<file path="src/rtl/dec_conv_sched.sv">
// Round-robin scheduler sharing one 4-bit binary-to-decimal converter among four requesters.
// Define DEC_CONV_SCHED_FIXED_PRI_EN for fixed priority (channel 0 highest) instead of round-robin.
module dec_conv_sched (
    input  logic        Clock,
    input  logic        Resetn,
    input  logic [3:0]  req,
    input  logic [15:0] val_in,
    output logic [3:0]  gnt,
    output logic [3:0]  ack,
    output logic        busy,
    output logic [3:0]  tens,
    output logic [15:0] ones,
    output logic [3:0]  valid
);

    typedef enum logic [1:0] {IDLE, LOAD, CONV, WB} state_t;

    state_t      state_q, state_d;
    logic [1:0]  ptr_q, ptr_d;
    logic [3:0]  gnt_q, gnt_d;
    logic [3:0]  opd_q, opd_d;
    logic [4:0]  conv_q, conv_d;
    logic [3:0]  ack_q, ack_d;
    logic [3:0]  tens_q, tens_d;
    logic [15:0] ones_q, ones_d;
    logic [3:0]  valid_q, valid_d;

    logic [3:0]  elig;
    logic [1:0]  search_start;
    logic        pick_vld;
    logic [1:0]  pick_idx;

    // Returns {z, ones}: z flags operand > 9, ones is the operand folded back into 0..9.
    function automatic logic [4:0] bin2dec(input logic [3:0] v);
        logic z;
        z = v[3] & (v[2] | v[1]);
        return z ? {1'b1, v - 4'd10} : {1'b0, v};
    endfunction

    // Lowest offset from start wins; returns {found, index}.
    function automatic logic [2:0] rr_pick(input logic [3:0] e, input logic [1:0] start);
        logic [1:0] idx;
        logic [2:0] r;
        r = 3'b000;
        for (int k = 3; k >= 0; k--) begin
            idx = start + 2'(k);
            if (e[idx]) r = {1'b1, idx};
        end
        return r;
    endfunction

`ifdef DEC_CONV_SCHED_FIXED_PRI_EN
    assign search_start = 2'd0;
`else
    assign search_start = ptr_q;
`endif

    // A channel whose ack is still visible is not re-granted in the same IDLE cycle.
    assign elig = req & ~ack_q;
    assign {pick_vld, pick_idx} = rr_pick(elig, search_start);

    always_ff @(posedge Clock or negedge Resetn) begin
        if (!Resetn) begin
            state_q <= IDLE;
            ptr_q   <= '0;
            gnt_q   <= '0;
            opd_q   <= '0;
            conv_q  <= '0;
            ack_q   <= '0;
            tens_q  <= '0;
            ones_q  <= '0;
            valid_q <= '0;
        end else begin
            state_q <= state_d;
            ptr_q   <= ptr_d;
            gnt_q   <= gnt_d;
            opd_q   <= opd_d;
            conv_q  <= conv_d;
            ack_q   <= ack_d;
            tens_q  <= tens_d;
            ones_q  <= ones_d;
            valid_q <= valid_d;
        end
    end

    always_comb begin
        state_d = state_q;
        case (state_q)
            IDLE:    if (pick_vld) state_d = LOAD;
            LOAD:    state_d = CONV;
            CONV:    state_d = WB;
            WB:      state_d = IDLE;
            default: state_d = IDLE;
        endcase
    end

    always_comb begin
        ptr_d   = ptr_q;
        gnt_d   = gnt_q;
        opd_d   = opd_q;
        conv_d  = conv_q;
        ack_d   = '0;
        tens_d  = tens_q;
        ones_d  = ones_q;
        valid_d = valid_q;
        case (state_q)
            IDLE: begin
                if (pick_vld) begin
                    gnt_d = 4'b0001 << pick_idx;
                    opd_d = val_in[{pick_idx, 2'b00} +: 4];
`ifdef DEC_CONV_SCHED_FIXED_PRI_EN
                    ptr_d = 2'd0;
`else
                    ptr_d = pick_idx + 2'd1;
`endif
                end
            end
            LOAD: conv_d = bin2dec(opd_q);
            WB: begin
                // Slot write and ack land on the edge that returns to IDLE.
                for (int i = 0; i < 4; i++) begin
                    if (gnt_q[i]) begin
                        tens_d[i]         = conv_q[4];
                        ones_d[4*i +: 4]  = conv_q[3:0];
                        valid_d[i]        = 1'b1;
                    end
                end
                ack_d = gnt_q;
                gnt_d = '0;
            end
            default: ;
        endcase
    end

    assign gnt   = gnt_q;
    assign ack   = ack_q;
    assign busy  = (state_q != IDLE);
    assign tens  = tens_q;
    assign ones  = ones_q;
    assign valid = valid_q;

endmodule
</file>
<file path="config.mk">
export PLATFORM = sky130hd
export DESIGN_NAME = dec_conv_sched
export DESIGN_NICKNAME = d
export VERILOG_FILES = /design/src/rtl/dec_conv_sched.sv
export SDC_FILE = /design/constraint.sdc
export NUM_CORES = 1
export LEC_CHECK = 0
export CORE_MARGIN = 5
export CORE_UTILIZATION = 50
export CTS_CLUSTER_SIZE = 40
export DETAILED_ROUTE_END_ITERATION = 8
export DONT_BUFFER_PORTS = 1
export PLACE_DENSITY = 0.65
export SETUP_SLACK_MARGIN = 0.05
export SLEW_MARGIN = 10
export SYNTH_ARGS = -nofsm -noshare
export SYNTH_HDL_FRONTEND = slang
export SYNTH_SLANG_ARGS = --single-unit
</file>
<file path="constraint.sdc">
create_clock -name Clock -period 1.55 [get_ports Clock]
set_input_delay 0.2325 -clock Clock [delete_from_list [all_inputs] [get_ports Clock]]
set_output_delay 0.2325 -clock Clock [all_outputs]
set_load 0.1 [all_outputs]
</file>
# ---- After elaboration in Yosys (flattened, before gate mapping)
# Index checks and enable logic that the tools add are counted.
dict set report totals {
  reg_bits 45
  in_bits 22
  output_inout_bits 33
}
dict set report classes {
  addsub 5
  order_cmp 4
  n_eq_ne 4
  n_shift 2
  muxes 18
  bitwise_logic 4
  n_reduce_logical 9
}
# operator count
set ops {}
lappend ops {{16-bit by 5-bit indexed part select with 4-bit output} 1}
lappend ops {{2-bit by 3-bit less-than comparator with 1-bit output, second input constant} 4}
lappend ops {{3-bit two-way mux} 4}
lappend ops {{2-bit AND reduction} 6}
lappend ops {{1-bit binary-select mux with 2-bit select} 4}
lappend ops {{4-bit two-way mux} 2}
lappend ops {{2-bit one-hot mux with 4 select lines} 1}
lappend ops {{4-bit one-hot mux with 2 select lines} 1}
lappend ops {{5-bit two-way mux} 1}
lappend ops {{2-bit by 1-bit adder with 2-bit output, second input constant} 2}
lappend ops {{2-bit adder, second input constant} 2}
lappend ops {{4-bit bitwise AND} 1}
lappend ops {{2-bit == test, second input constant} 2}
lappend ops {{1-bit two-way mux} 4}
lappend ops {{4-bit inverter} 1}
lappend ops {{2-bit nonzero test} 2}
lappend ops {{1-bit by 2-bit << shifter with 4-bit output, first input constant} 1}
lappend ops {{4-bit subtractor, second input constant} 1}
lappend ops {{2-bit by 1-bit == test with 1-bit output, second input constant} 1}
lappend ops {{2-bit logical NOT} 1}
lappend ops {{2-bit two-way mux} 1}
lappend ops {{2-bit != test, second input constant} 1}
lappend ops {{1-bit bitwise AND} 1}
lappend ops {{1-bit OR} 1}

# ---- Longest topological paths before layout
dict set report depth {
  ltp_word 11
  mapped_depth 7
  ltp_nobuf 7
}

# ---- Least setup slack after synthesis
# OpenSTA, ideal clock, no wires.
dict set report synth_path {
  path_kind {register to register}
  startpoint {register ack_q[0], in the netlist ack[0]}
  endpoint {register opd_q[0]}
  arrival_time_ns 2.114
  t_required_ns 1.415
  slack_ns -0.699
  path_stages_with_launch 8
  n_path_buf 2
  synth_period_minus_slack_ns 2.249
  cell_sequence {dfrtp_1 -> nand2b_4 -> o221ai_4 -> a22o_1 -> buf_6 -> buf_12 -> a211oi_2 -> a211oi_1}
}
dict set report synth_between {
  elab_chain_len 9
  word_cells_on_any_way 16
  classes_between {shift: 1; mux: 12; bitwise: 2; reduce/logical: 1}
}
# element line
set synth_rtl {}
lappend synth_rtl {{start, declared} 23} ;# logic [3:0] ack_q, ack_d;
lappend synth_rtl {{start signal, assigned} 79} ;# ack_q <= ack_d;
lappend synth_rtl {{4-bit inverter *} 59} ;# assign elig = req & ~ack_q;
lappend synth_rtl {{4-bit bitwise AND *} 59}
lappend synth_rtl {{1-bit binary-select mux with 2-bit select} 47} ;# if (e[idx]) r = {1'b1, idx};
lappend synth_rtl {{1-bit two-way mux (implied by the code)} 47}
lappend synth_rtl {{3-bit two-way mux (3 in series)} 47}
lappend synth_rtl {{3-bit two-way mux *} 47}
lappend synth_rtl {{16-bit by 5-bit indexed part select with 4-bit output or 2-bit AND reduction (tied branches)} n/a}
lappend synth_rtl {{end signal, assigned} 77} ;# opd_q <= opd_d;
lappend synth_rtl {{end, declared} 21} ;# logic [3:0] opd_q, opd_d;
# Mark *: on every way between the ends. The rest lies on a longest branch, timed or not. The select of a mux whose other input is x is not followed.
# A chain may end at the register's enable or synchronous reset.

# ---- Worst setup path after layout
dict set report layout_path {
  startpoint {register ack_q[0], in the netlist ack[0]}
  endpoint {register opd_q[2]}
}
# Same word-level chain as after synthesis.

==> flow_metrics.py <==
metrics = {
    "cells_and_area": {
        "nets": 276,
        "drive_gt1_share_pct": 56.0,
        "fill_cells": 273,
        "diodes": 0,
        "area_growth_pct": 40.3,
    },
    "setup_path": {
        "required_ns": 1.73,
        "setup.worst_path.class": "reg -> reg",
        "ff2ff_path_depth": 7,
        "r2r_setup_slack_ns": -0.11,
        "path_max_fanout": 6,
        "timing.rr.start": "ack[0]$_DFF_PN0_",
        "worst_setup_path_start_kind": "register",
        "timing.rr.end": "opd_q[2]$_DFFE_PN0P_",
        "end_kind": "register",
        "worst_ep_arrival_time_ns": 1.83,
    },
    "place": {
        "gp_congestion": 0.834,
        "io_buffers": 0,
        "dp_hpwl_mm": 4.03,
    },
    "global_routing": {
        "use_met3_pct": 5.01,
        "met2_usage_pct": 34.4,
        "grt_max_degree": 46,
        "grt_pass1_vias": 1705,
        "antenna_found_initial": 0,
        "grt.total_usage_pct": 19.6,
        "grt_pass1_wl_mm": 8.27,
        "grt_use_met1_pct": 23.6,
        "grt_busiest_layer": "met2",
        "overflow": 0,
    },
    "clock_tree": {
        "cts-htree-levels": 2,
        "cts_buffers": 5,
        "cts_tree": "done",
        "clock-sinks": 45,
        "clk_pin_slew_ns": 0.08,
        "clockBufferDepth": 2,
        "insertion_delay_ns": 0.29,
        "cts_root_buffer": "clkbuf_8",
    },
    "die": {
        "initial_core_util_pct": 52.6,
        "die_w_microns": 75.3,
        "core_sq_um": 4060,
        "die_area_sq_um": 5680,
        "die_y_microns": 75.3,
        "ios": 55,
        "row_count": 23,
    },
    "run_status": {
        "status": "finished with violations",
        "violations": "negative setup slack",
    },
    "logic_synthesis": {
        "ys_ff_latch": 45,
        "syn_area_per_cell_sq_um": 12.4,
        "syn_area_sq_um": 2130,
        "synth_nets": 201,
        "yosysWarnings": 0,
        "synth_cell_types": 35,
        "ys_seq_area_share_pct": 52.8,
        "netlist_instances": 172,
        "synth-edff-count": 0,
        "synth_ff_type": "dfrtp_1",
        "ys_async_sr_fraction_pct": 100,
    },
    "timing": {
        "slew_headroom_pct": 66.6,
        "drv_slew": 0,
        "timing.final.crit_share_pct": 107,
        "max_freq_mhz": 603,
        "finalCriticalPeriod_ns": 1.66,
        "rsz0062_at_grt": "true",
        "setup_violations": 9,
        "layout_setup_ws_ns": -0.109,
        "tns_ns": -0.607,
        "tightestPinTransition_ns": 0.501,
        "finalHoldViolCount": 0,
        "finalClockSkew_ns": 0.00323,
    },
    "drt": {
        "viasPerCell": 5.36,
        "wl_mm": 5.24,
        "drt_iter0_markers": 57,
        "wire_per_inst_microns": 17.6,
        "route.vias.total": 1596,
        "dr.pass1.iters": 4,
        "remaining_drc_errors": 0,
        "ant_nets": 0,
    },
    "worst_hold_path": {
        "hold_class": "in -> reg",
        "hold_end": "opd_q[3]$_DFFE_PN0P_",
        "hp-start": "val_in[7]",
        "holdPathStages": 2,
    },
    "run": {
        "maxCapViolations": 0,
    },
}
-- worst max-delay path: stages (launching register included) --
cell      delay [ns]
dfrtp_4         0.43
buf_6           0.10
and3b_1         0.17
o211ai_1        0.24
buf_4           0.17
nand4_4         0.14
a211oi_2        0.25
a221oi_2        0.05
-- placed cells by master, fill, tap and decap left out, types with 2 or more instances in the layout --
| cell | synthesis | layout |
|---|---|---|
| o21ai_2 | 0 | 2 |
| inv_2 | 0 | 2 |
| o211ai_1 | 2 | 2 |
| dfrtp_4 | 0 | 4 |
| a21oi_1 | 6 | 6 |
| nor2_1 | 6 | 5 |
| o221ai_4 | 2 | 2 |
| mux2_2 | 19 | 19 |
| o21ai_1 | 2 | 3 |
| inv_1 | 11 | 8 |
| nand2_1 | 17 | 14 |
| nand2b_4 | 2 | 4 |
| buf_4 | 0 | 58 |
| ha_1 | 7 | 5 |
| clkinvlp_4 | 0 | 2 |
| o21ai_0 | 12 | 9 |
| dfrtp_1 | 45 | 35 |
| clkbuf_1 | 2 | 2 |
| nand2_2 | 0 | 3 |
| nand2b_1 | 6 | 4 |
| nor2b_4 | 2 | 2 |
| clkbuf_8 | 0 | 5 |
| buf_6 | 1 | 12 |
| a211oi_1 | 2 | 2 |
| dfrtp_2 | 0 | 6 |
| a211oi_2 | 4 | 4 |
| mux2i_1 | 5 | 4 |
| a22o_1 | 3 | 2 |
-- worst max path at each step --
stage | from | end | slack, ns | cells after the start
finish | ack[0]$_DFF_PN0_ | opd_q[2]$_DFFE_PN0P_ | -0.11 | 7
global route | ack[3]$_DFF_PN0_ | opd_q[1]$_DFFE_PN0P_ | -0.17 | 6
CTS | ack[0]$_DFF_PN0_ | opd_q[2]$_DFFE_PN0P_ | -0.13 | 6
detailed placement | ack[3]$_DFF_PN0_ | opd_q[2]$_DFFE_PN0P_ | -0.18 | 6
global placement | ack[3]$_DFF_PN0_ | opd_q[2]$_DFFE_PN0P_ | -0.09 | 6
floorplan | state_q[1]$_DFFE_PN0P_ | opd_q[1]$_DFFE_PN0P_ | -0.48 | 7
-- timing repair --
action | in CTS | in global routing
resized for setup | 26 | 10
hold buffers | 2 | 0
hold endpoints to repair | 45 | 0
setup endpoints to repair | 18 | 18
buffers inserted | 4 | 1
pin swaps | 14 | 5
-- area by class of cell --
class	count	area (sq um)	area share, %
tap	50	62.6	2.09
clock buffer	7	76.3	2.55
inverter	11	45.0	1.50
multi-input combinational	112	1050	35.2
clock inverter	1	7.51	0.251
sequential	45	1150	38.4
timing repair buffer	72	601	20.1
-- Yosys cell counts, types with 2 or more instances --
| master | n | share of area, % |
|---|---|---|
| nand2_1 | 17 | 3.0 |
| mux2i_1 | 5 | 2.3 |
| nor2b_4 | 2 | 1.3 |
| o221ai_4 | 2 | 2.5 |
| nor2_1 | 6 | 1.1 |
| nand2b_1 | 6 | 1.8 |
| o21ai_0 | 12 | 2.8 |
| a21oi_1 | 6 | 1.4 |
| a221oi_1 | 2 | 0.82 |
| a211oi_1 | 2 | 0.70 |
| o211ai_1 | 2 | 0.70 |
| ha_1 | 7 | 4.1 |
| inv_1 | 11 | 1.9 |
| clkbuf_1 | 2 | 0.35 |
| mux2_2 | 19 | 10 |
| dfrtp_1 | 45 | 53 |
| a211oi_2 | 4 | 2.3 |
| nand2b_4 | 2 | 1.3 |
| a22o_1 | 3 | 1.2 |
| o21ai_1 | 2 | 0.47 |
-- cell families after synthesis --
group	count (synthesis)	share of synthesized area, %
flops	45	52.8
simple gates	41	11.1
compound gates	38	15.1
mux	24	12.4
buf+inv	15	3.75
fa+ha+maj	7	4.10
xor+xnor	2	0.821
-- registers in the layout, summed over array words and instances, names as in the netlist --
register,flops
conv_q,5
opd_q,4
ones,16
state_q,2
ptr_q,2
tens,4
ack,4
valid,4
gnt,4
-- per-layer routing --
metal  vias up  wire [microns]
met3         8             312
met4         0              86
met5         -               0
li1        753               -
met1       793            2100
met2        42            2750
-- through the flow --
stage / cells / cell area (sq um) / setup slack (ns) / hold slack, ns / utilization, %
final: 298 / 2990 / -0.109 / 0.175 / 73.8
after global routing: 298 / 2990 / -0.166 / 0.180 / 73.8
after CTS: 297 / 2950 / -0.128 / 0.171 / 72.6
after detailed placement: 283 / 2700 / -0.183 / -0.0620 / 66.6
after global placement: 283 / 2700 / -0.0864 / -0.0617 / 66.6
after floorplan: 172 / 2190 / -0.480 / -0.0631 / -
Power is not shown: default switching activity piles up to over one toggle a cycle in this logic, so the estimate is an artifact.
